[src/rtl/request_rr_arbiter_if.sv]
// Bundle of requester-side and downstream-side signals for request_rr_arbiter.
// slave: arbiter view; master: view of the logic driving requesters and sink.
interface request_rr_arbiter_if #(
  parameter int unsigned NUM_REQ = 4,
  parameter int unsigned CNT_W   = 16
);
  localparam int unsigned SRC_W = $clog2(NUM_REQ);

  typedef struct packed {
    logic [15:0] data;
    logic [3:0]  id;
    logic        valid;
  } request_t;

  request_t [NUM_REQ-1:0] req_in;
  logic     [NUM_REQ-1:0] req_valid;
  logic     [NUM_REQ-1:0] req_ready;
  logic     [NUM_REQ-1:0] req_en;
  request_t               out_req;
  logic     [SRC_W-1:0]   out_src;
  logic                   out_valid;
  logic                   out_ready;
  logic     [CNT_W-1:0]   grant_cnt;

  modport slave (
    input  req_in, req_valid, req_en, out_ready,
    output req_ready, out_req, out_src, out_valid, grant_cnt
  );

  modport master (
    output req_in, req_valid, req_en, out_ready,
    input  req_ready, out_req, out_src, out_valid, grant_cnt
  );
endinterface

[src/rtl/request_rr_arbiter.sv]
// Round-robin arbiter: NUM_REQ valid/ready requesters share one registered
// output stage. Priority rotates to the index after the last accepted winner.
// Optional grant statistics counter: define REQUEST_RR_ARBITER_GRANT_CNT_EN.
module request_rr_arbiter #(
  parameter int unsigned NUM_REQ = 4,
  parameter int unsigned CNT_W   = 16
) (
  input  logic                 clk,
  input  logic                 rst_n,
  request_rr_arbiter_if.slave  bus
);
  localparam int unsigned SRC_W = $clog2(NUM_REQ);
  localparam int unsigned REQ_W = 21;

  logic [NUM_REQ-1:0] eligible;
  logic               load;
  logic               grant_any;
  logic [SRC_W-1:0]   grant_idx;
  logic [NUM_REQ-1:0] grant;

  logic [REQ_W-1:0]   out_req_q,   out_req_d;
  logic [SRC_W-1:0]   out_src_q,   out_src_d;
  logic               out_valid_q, out_valid_d;
  logic [SRC_W-1:0]   ptr_q,       ptr_d;

  assign eligible = bus.req_valid & bus.req_en;
  assign load     = !out_valid_q || bus.out_ready;

  // Pick the first eligible requester scanning from ptr_q upward, wrapping.
  always_comb begin
    int unsigned idx;
    grant_any = 1'b0;
    grant_idx = '0;
    idx       = 0;
    for (int unsigned k = 0; k < NUM_REQ; k++) begin
      idx = 32'(ptr_q) + k;
      if (idx >= NUM_REQ) idx = idx - NUM_REQ;
      if (!grant_any && eligible[SRC_W'(idx)]) begin
        grant_any = 1'b1;
        grant_idx = SRC_W'(idx);
      end
    end
  end

  // One-hot acceptance towards the requesters; silenced while in reset.
  always_comb begin
    grant = '0;
    if (grant_any) grant[grant_idx] = 1'b1;
    bus.req_ready = (rst_n && load) ? grant : '0;
  end

  // Output stage and priority pointer next-state.
  always_comb begin
    out_req_d   = out_req_q;
    out_src_d   = out_src_q;
    out_valid_d = out_valid_q;
    ptr_d       = ptr_q;
    if (load) begin
      if (grant_any) begin
        out_valid_d = 1'b1;
        out_req_d   = bus.req_in[grant_idx];
        out_src_d   = grant_idx;
        ptr_d       = (grant_idx == SRC_W'(NUM_REQ - 1)) ? '0 : grant_idx + 1'b1;
      end else begin
        out_valid_d = 1'b0;
      end
    end
  end

  // State registers with synchronous active-low reset.
  always_ff @(posedge clk) begin
    if (!rst_n) begin
      out_req_q   <= '0;
      out_src_q   <= '0;
      out_valid_q <= 1'b0;
      ptr_q       <= '0;
    end else begin
      out_req_q   <= out_req_d;
      out_src_q   <= out_src_d;
      out_valid_q <= out_valid_d;
      ptr_q       <= ptr_d;
    end
  end

  assign bus.out_req   = out_req_q;
  assign bus.out_src   = out_src_q;
  assign bus.out_valid = out_valid_q;

`ifdef REQUEST_RR_ARBITER_GRANT_CNT_EN
  logic [CNT_W-1:0] grant_cnt_q;

  // Count every acceptance, wrapping naturally at 2^CNT_W.
  always_ff @(posedge clk) begin
    if (!rst_n) begin
      grant_cnt_q <= '0;
    end else if (load && grant_any) begin
      grant_cnt_q <= grant_cnt_q + 1'b1;
    end
  end

  assign bus.grant_cnt = grant_cnt_q;
`else
  assign bus.grant_cnt = {CNT_W{1'b0}};
`endif
endmodule
[src/flat_wrapper.sv]
// flat-port wrapper written by rule: the top's interface ports become plain ports
module request_rr_arbiter_flat 
#(
  parameter int unsigned NUM_REQ = 4,
  parameter int unsigned CNT_W   = 16
)
  (clk, rst_n, bus_req_in, bus_req_valid, bus_req_en, bus_out_ready, bus_req_ready, bus_out_req, bus_out_src, bus_out_valid, bus_grant_cnt);
  request_rr_arbiter_if #(.NUM_REQ(NUM_REQ), .CNT_W(CNT_W)) bus_i ();
  input  logic clk;
  input  logic rst_n;
  input wire logic [$bits(bus_i.req_in)-1:0] bus_req_in;
  input wire logic [$bits(bus_i.req_valid)-1:0] bus_req_valid;
  input wire logic [$bits(bus_i.req_en)-1:0] bus_req_en;
  input wire logic [$bits(bus_i.out_ready)-1:0] bus_out_ready;
  output wire logic [$bits(bus_i.req_ready)-1:0] bus_req_ready;
  output wire logic [$bits(bus_i.out_req)-1:0] bus_out_req;
  output wire logic [$bits(bus_i.out_src)-1:0] bus_out_src;
  output wire logic [$bits(bus_i.out_valid)-1:0] bus_out_valid;
  output wire logic [$bits(bus_i.grant_cnt)-1:0] bus_grant_cnt;
  assign bus_i.req_in = bus_req_in;
  assign bus_i.req_valid = bus_req_valid;
  assign bus_i.req_en = bus_req_en;
  assign bus_i.out_ready = bus_out_ready;
  assign bus_req_ready = bus_i.req_ready;
  assign bus_out_req = bus_i.out_req;
  assign bus_out_src = bus_i.out_src;
  assign bus_out_valid = bus_i.out_valid;
  assign bus_grant_cnt = bus_i.grant_cnt;
  request_rr_arbiter #(.NUM_REQ(NUM_REQ), .CNT_W(CNT_W)) u_core (.clk(clk), .rst_n(rst_n), .bus(bus_i));
endmodule
[config.mk]
export PLATFORM = sky130hd
export DESIGN_NAME = request_rr_arbiter_flat
export DESIGN_NICKNAME = d
export VERILOG_FILES = /design/src/rtl/request_rr_arbiter_if.sv /design/src/rtl/request_rr_arbiter.sv /design/src/flat_wrapper.sv
export SDC_FILE = /design/constraint.sdc
export NUM_CORES = 1
export LEC_CHECK = 0
export BUFFER_PORTS_ARGS = -buffer_cell sky130_fd_sc_hd__buf_2
export CELL_PAD_IN_SITES_DETAIL_PLACEMENT = 0
export CELL_PAD_IN_SITES_GLOBAL_PLACEMENT = 1
export CORE_ASPECT_RATIO = 1.75
export CORE_UTILIZATION = 28
export CTS_BUF_LIST = sky130_fd_sc_hd__clkbuf_8
export CTS_CLUSTER_SIZE = 20
export DETAILED_ROUTE_END_ITERATION = 16
export GPL_ROUTABILITY_DRIVEN = 0
export PLACE_DENSITY_LB_ADDON = 0.12
export SLEW_MARGIN = 5
export SYNTH_ARGS = -nofsm -noshare
export SYNTH_HDL_FRONTEND = slang
export SYNTH_SLANG_ARGS = --single-unit
[constraint.sdc]
create_clock -name clk -period 2.25 [get_ports clk]
set_clock_uncertainty 0.05 [all_clocks]
set_input_delay 0.45 -clock clk [delete_from_list [all_inputs] [get_ports clk]]
set_output_delay 0.45 -clock clk [all_outputs]
set_load 0.02 [all_outputs]
==> results of run 1 <==
==> cell families (layout without fill, tap and decap cells) <==
logic type,after synthesis,after routing
compound gates,54,54
fa+ha+maj,1,1
buf+inv,27,138
flops,26,26
mux,27,27
other cells,1,16
simple gates,29,29
==> sequential cells by signal (all words and copies together), names as in the netlist <==
signal,cells
u_core.bus.out_valid,1
u_core.ptr_q,2
u_core.bus.out_req,21
u_core.bus.out_src,2
==> final cells by class <==
| cell class | count | area (um^2) | area share, % |
|---|---|---|---|
| inverters | 1 | 3.75 | 0.151 |
| multi-input cells | 127 | 1090 | 43.7 |
| flip-flops and latches | 26 | 528 | 21.2 |
| repair buffers | 134 | 728 | 29.2 |
| well taps | 80 | 100 | 4.02 |
| clock buffers | 3 | 41.3 | 1.66 |
==> routing by layer <==
layer | wire (um) | share of wire [%] | up-vias | GRT usage, %
met3 | 320 | 5.7 | 6 | 3.14
met4 | 76 | 1.3 | 0 | 5.24
met2 | 3150 | 56 | 80 | 32.4
met5 | 0 | 0 | - | 0
li1 | - | - | 866 | -
met1 | 2110 | 37 | 855 | 20.0
==> worst min path at each step <==
stage	start	endpoint	slack (ps)	cells after the start
after floorplan	rst_n	u_core.bus.out_valid$_SDFFE_PN0N_	520	1
after global routing	bus_req_in[15]	u_core.bus.out_req[15]$_SDFFE_PN0P_	340	2
after global placement	u_core.bus.out_req[5]$_SDFFE_PN0P_	u_core.bus.out_req[5]$_SDFFE_PN0P_	390	2
final	bus_req_in[16]	u_core.bus.out_req[16]$_SDFFE_PN0P_	350	2
after detailed placement	u_core.bus.out_req[3]$_SDFFE_PN0P_	u_core.bus.out_req[3]$_SDFFE_PN0P_	400	2
after CTS	bus_req_in[15]	u_core.bus.out_req[15]$_SDFFE_PN0P_	340	2
==> Yosys cell counts (2+ instances only) <==
cell type  instances  share of area [%]
mux2_2            12                7.6
mux2_1             6                3.8
buf_2              2               0.57
a22oi_1            2               0.85
nand2b_1           2               0.71
o221ai_1           3                1.5
nor2b_1            4                1.4
dfxtp_1           26                 29
buf_4             17                7.2
mux2i_1            9                5.1
a221o_1           18                 10
nand2_1            8                1.7
and2_4             3                1.5
nand3_1            2               0.57
a21oi_1            2               0.57
nand3b_1           2               0.85
and2_1             3                1.1
a22o_1            17                8.4
o211ai_2           2                1.4
buf_6              7                4.5
==> through the flow <==
| step | worst slack, ps | power, W | instance area (um^2) | hold slack, ps |
|---|---|---|---|---|
| after floorplan | 194 | 0.000931 | 1830 | 518 |
| after global placement | 132 | 0.00111 | 2420 | 390 |
| after detailed placement | 119 | 0.00111 | 2420 | 398 |
| after CTS | 10.4 | 0.00140 | 2460 | 335 |
| after global routing | 3.93 | 0.00146 | 2490 | 340 |
| final | 100 | 0.00138 | 2490 | 348 |
==> what timing repair did <==
item                       in CTS  in global routing
setup endpoints to repair       1                  2
gates resized for setup         2                  4
buffers inserted                0                  2
pin swaps                       1                  1
==> where the power goes <==
part           internal [W]  total (W)  switching, W
Clock              0.000120   0.000269      0.000149
Combinational      0.000271   0.000558      0.000287
Sequential         0.000517   0.000553     0.0000356
Total              0.000908    0.00138      0.000472
==> worst max-delay path: cells and delay by family (launching register included) <==
| kind | cells | cell delay (ps) |
|---|---|---|
| compound gates | 3 | 490 |
| simple gates | 1 | 140 |
| fa+ha+maj | 1 | 210 |
| buf+inv | 1 | 150 |
| flops | 1 | 400 |
==> results.txt, run 1 <==
CTS root buffer - clkbuf_8
Hold Buf Count CTS - 0
Worst-path cell chain - a32o_1 -> a21oi_2 -> o2bb2a_4 -> ha_1 -> and2_1 -> buf_4
Number of synthesized flops with an enable pin - 0
Final #Nets - 389
Seq/Total Area, Yosys - 29.4%
Layout Utilization - 40.6%
CTS H-Tree Depth - 1
Layout cell share with drive strength beyond 1 - 57.0%
Leak Pwr - 1.24 nW
Worst setup EP type - primary output
CORE AREA - 6130 um^2
HPWL Detailed - 4480 um
RSZ-0062 raised after global routing - false
P&R area growth vs syn - 40.7%
Post-Layout Cell Count - 371
First DRT Iteration DRCs - 63
TritonCTS clock tree - done
Synth Warn # - 0
Vias post-DR - 1807
Initial antenna violation count - 0
Antenna Cells - 0
Most common cell after layout, fill and taps aside - buf_2
Row count - 38
Synth async-reset ratio - 0%
Drt drc - 0
Number of port buffers - 122
Synth cell types - 38
Minimum clock period - 2150 ps
Largest family of logic cells by synthesized area - compound AO/OA/AOI/OAI gates
Post-Synth XOR/XNOR Area - 0%
Num ports - 139
Width of the chip - 62.1 um
Initial DRT Pass Iterations - 4
Routed len/inst - 15.2 um
Slowest stage delay, CP - 400 ps
Worst Setup EP - bus_req_ready[3]
Inst Count DP - 366
Post-synthesis mux area share - 16.5%
Crit. Startpoint - u_core.ptr_q[1]$_SDFFE_PN0P_
DRT Wirelength - 5650 um
Vias in the first global route - 1859
Synth Area per Inst - 10.7 um^2
Final worst-path cycle share - 95.5%
Initial Utilization - 28.8%
Compound-Gate Fraction of Synth Area - 30.1%
Largest net degree at the start of global routing - 22
PD cells - 554 nW/um^2
R2R cell count - 7
Final Hold Fails - 0
Pins Over Slew Limit - 0
Most frequent cells in the layout - buf_2, dfxtp_1, a221o_1
Reg2reg start - u_core.ptr_q[0]$_SDFFE_PN0P_
CTS sink count - 26
Final setup violation count - 0
Setup TNS - 0 ps
Total grt overflow - 0
Antenna viol nets, final - 0
First-pass GRT wire length - 8670 um
Die area - 6650 um^2
GRT Total Usage - 17.9%
Crit-path max FO - 7
Clock slew at reported path FFs - 90 ps
Num CTS Buffers - 3
Reg2Reg Setup Slack - 240 ps
Fmax - 0.465 GHz
End of the worst register-to-register path - u_core.bus.out_req[14]$_SDFFE_PN0P_
Total of max-cap violations - 0
Skew-Pair Late Insertion Delay - 270 ps
Synth Instances - 165
Die H - 107 um
Worst setup path class - register to primary output
Crit start category - register
Seq cells post-synth - 26
Max Root-Sink Buffers - 2
Synth Flop Type - dfxtp_1
Synth Area in Adders - 0.707%
Fillers - 668
Slowest cell on crit path - dfxtp_4
Req. time, crit path - 1750 ps
CP arrival - 1650 ps
Syn Std Cell Area - 1770 um^2
Vias/cell - 4.87
Worst hold path class - primary input to register
Maximum VDD drop - 223 uV
Outcome - complete, no violations
Simple-Gate Fraction of Synth Area - 10.6%
Note: power is estimated with default switching activity, not from simulation.
==> run 2: changes to the inputs <==
--- a/config.mk
+++ b/config.mk
@@ -5,6 +5,8 @@
 export SDC_FILE = /design/constraint.sdc
 export NUM_CORES = 1
 export LEC_CHECK = 0
+export ABC_AREA = 1
+export ABC_CLOCK_PERIOD_IN_PS = 2250
 export BUFFER_PORTS_ARGS = -buffer_cell sky130_fd_sc_hd__buf_2
 export CELL_PAD_IN_SITES_DETAIL_PLACEMENT = 0
 export CELL_PAD_IN_SITES_GLOBAL_PLACEMENT = 1
==> results.txt, run 2 <==
Syn Std Cell Area - 2230 um^2 (+26%)
Post-synthesis mux area share - 0% (-17 points)
Post-Synth XOR/XNOR Area - 0% (unchanged)
Worst hold path class - primary input to register
Seq/Total Area, Yosys - 23.3% (-6.1 points)
Largest net degree at the start of global routing - 27 (+23%)
Multi-input logic area - 1510 um^2 (+39%)
Synth Instances - 382 (+130%)
Inst Count DP - 608 (+66%)
Maximum VDD drop - 535 uV (+140%)
Final setup violation count - 4 (+4)
R2R cell count - 17 (+10)
Max Root-Sink Buffers - 2 (unchanged)
Width of the chip - 69.5 um (+12%)
End of the worst register-to-register path - u_core.bus.out_req[7]$_SDFFE_PN0P_
Synth Warn # - 0 (unchanged)
First-pass GRT wire length - 11900 um (+37%)
Synth Area per Inst - 5.84 um^2 (-46%)
CTS sink count - 26 (unchanged)
Vias in the first global route - 2614 (+41%)
Reg2reg start - u_core.ptr_q[0]$_SDFFE_PN0P_
Num CTS Buffers - 3 (unchanged)
Crit-path max FO - 5 (-2)
Worst setup path class - register to primary output
Synth cell types - 25 (-34%)
Reg2Reg Setup Slack - 160 ps (-80 ps)
Die H - 120 um (+12%)
Clock slew at reported path FFs - 90 ps (about the same)
Antenna viol nets, final - 0 (unchanged)
Largest family of logic cells by synthesized area - simple AND/OR/NAND/NOR gates
Req. time, crit path - 1750 ps (about the same)
HPWL Detailed - 6150 um (+37%)
Outcome - finished with violations
Leak Pwr - 1.92 nW (+55%)
Initial DRT Pass Iterations - 4 (unchanged)
Synth Area in Adders - 0.561% (-0.15 points)
Final worst-path cycle share - 108% (+12 points)
Number of synthesized flops with an enable pin - 0 (unchanged)
Number of port buffers - 122 (unchanged)
Crit. Startpoint - u_core.ptr_q[0]$_SDFFE_PN0P_
Post-Layout Cell Count - 621 (+67%)
Synth area leader - nand2_1
Initial Utilization - 29.3% (+0.42 points)
Post-synth top cells - nand2_1, nor2_1, nand3_1
Hold slack final - 311 ps (-37.7 ps)
Layout cell share with drive strength beyond 1 - 41.3% (-16 points)
Final #Nets - 630 (+62%)
Crit start category - register
GRT Total Usage - 18.2% (+0.31 points)
Fillers - 847 (+27%)
DRT Wirelength - 7540 um (+33%)
Most frequent cell after synthesis - nand2_1
Antenna Cells - 0 (unchanged)
CP arrival - 1920 ps (+270 ps)
Skew-Pair Late Insertion Delay - 290 ps (+20 ps)
Final non-filler cell area - 3370 um^2 (+35%)
Placed inst area - 3050 um^2 (+26%)
Die area - 8340 um^2 (+25%)
Synth Flop Type - dfxtp_1
Minimum clock period - 2420 ps (+273 ps)
Initial antenna violation count - 0 (unchanged)
Violated checks - negative setup slack
CTS H-Tree Depth - 1 (unchanged)
TritonCTS clock tree - done
Row count - 42 (+11%)
Pins Over Slew Limit - 0 (unchanged)
Most common cell after layout, fill and taps aside - nand2_1
PD cells - 1410 nW/um^2 (+150%)
FF/Latch Area - 526 um^2 (-0.47%)
Vias/cell - 4.37 (-10%)
Total of max-cap violations - 0 (unchanged)
Synth async-reset ratio - 0% (unchanged)
CTS root buffer - clkbuf_8
CORE AREA - 7620 um^2 (+24%)
Vias post-DR - 2712 (+50%)
Worst Setup EP - bus_req_ready[1]
Fmax - 0.413 GHz (-11%)
Ranking of synthesized cells by area - nand2_1, dfxtp_1, nand3_1
Setup ws final - -173 ps (-273 ps)
P&R area growth vs syn - 51.2%
Routed len/inst - 12.1 um (-20%)
Final Hold Fails - 0 (unchanged)
Total grt overflow - 0 (unchanged)
RSZ-0062 raised after global routing - true
Num ports - 139 (unchanged)
Setup TNS - -616 ps (-616 ps)
Compound-Gate Fraction of Synth Area - 2.19% (-28 points)
Simple-Gate Fraction of Synth Area - 56.4% (+46 points)
First DRT Iteration DRCs - 75 (+19%)
Drt drc - 0 (unchanged)
Max FFs per register - 21 (unchanged)
Seq cells post-synth - 26 (unchanged)
Most frequent cells in the layout - nand2_1, buf_2, nor2_1
Worst setup EP type - primary output
Area share of the largest cell type after synthesis - 26.6% (-2.8 points)
Layout Utilization - 44.3% (+3.7 points)
==> run 2: changes by cell type after synthesis, sizes merged, moves of 5 or more <==
| cell | previous run | this run |
|---|---|---|
| nand2 | 9 | 172 |
| inv | 1 | 42 |
| nand3 | 2 | 48 |
| a22o | 18 | 0 |
| mux2 | 18 | 0 |
| and2 | 6 | 0 |
| a221o | 18 | 0 |
| nor2 | 1 | 49 |
| nor2b | 5 | 0 |
| o21ai | 0 | 5 |
| mux2i | 9 | 0 |
==> run 2: where the power goes <==
group / switching [W] / internal [W] / total [W]
Clock: 0.000166 / 0.000157 / 0.000323
Combinational: 0.00218 / 0.00151 / 0.00369
Sequential: 0.0000931 / 0.000636 / 0.000729
==> run 2: logic make-up after synthesis <==
logic type / Yosys count
AO/OA/AOI/OAI: 9
adder cells (fa/ha/maj): 1
buffers and inverters: 70
flip-flops: 26
other: 1
AND/OR/NAND/NOR: 275
==> run 2: through the flow <==
step           power, W  worst slack [ps]
4_1_cts         0.00469              -214
6_report        0.00474              -173
5_1_grt         0.00520              -284
3_5_place_dp    0.00404             -89.0
3_3_place_gp    0.00403             -70.5
2_1_floorplan   0.00294              20.4
==> run 2: worst min-delay path by stage <==
stage | start | end | slack (ps) | cells after the start
2_1_floorplan | u_core.bus.out_src[1]$_SDFFE_PN0P_ | u_core.bus.out_src[1]$_SDFFE_PN0P_ | 480 | 2
3_3_place_gp | u_core.bus.out_src[1]$_SDFFE_PN0P_ | u_core.bus.out_src[1]$_SDFFE_PN0P_ | 380 | 2
3_5_place_dp | u_core.bus.out_src[1]$_SDFFE_PN0P_ | u_core.bus.out_src[1]$_SDFFE_PN0P_ | 380 | 2
4_1_cts | bus_req_in[2] | u_core.bus.out_req[2]$_SDFFE_PN0P_ | 310 | 3
5_1_grt | bus_req_in[2] | u_core.bus.out_req[2]$_SDFFE_PN0P_ | 310 | 3
6_report | bus_req_in[2] | u_core.bus.out_req[2]$_SDFFE_PN0P_ | 310 | 3
==> run 2: metal layers <==
metal | global-route usage, % | share of wire, % | up-vias
li1 | - | - | 1435
met1 | 16.8 | 36 | 1191
met2 | 38.3 | 59 | 79
met3 | 1.85 | 3.3 | 7
met4 | 7.53 | 1.9 | 0
met5 | 0 | 0 | -
==> run 2: cell type report <==
| cell class | count | area share (%) |
|---|---|---|
| inverter | 43 | 5.23 |
| clock buffer | 4 | 1.63 |
| tap | 88 | 3.27 |
| timing repair buffer | 159 | 29.4 |
| multi-input combinational | 301 | 44.9 |
| sequential | 26 | 15.6 |
==> run 2: timing repair <==
| action | CTS | global route |
|---|---|---|
| endpoints found under the setup margin | 4 | 10 |
| buffers inserted | 7 | 2 |
| hold buffers | 0 | 0 |
| endpoints found under the hold margin | 0 | 0 |
| pin swaps | 13 | 16 |
| resized for setup | 39 | 12 |
==> run 2: worst max-delay path, stage by stage, from the launching register on <==
cell and delay (ps):
dfxtp_4 420, buf_6 130, nand3_4 70, nand3_1 90
nand2_1 90, nand4_4 150, buf_4 140, nand3_4 100
nor3_4 290, buf_6 160
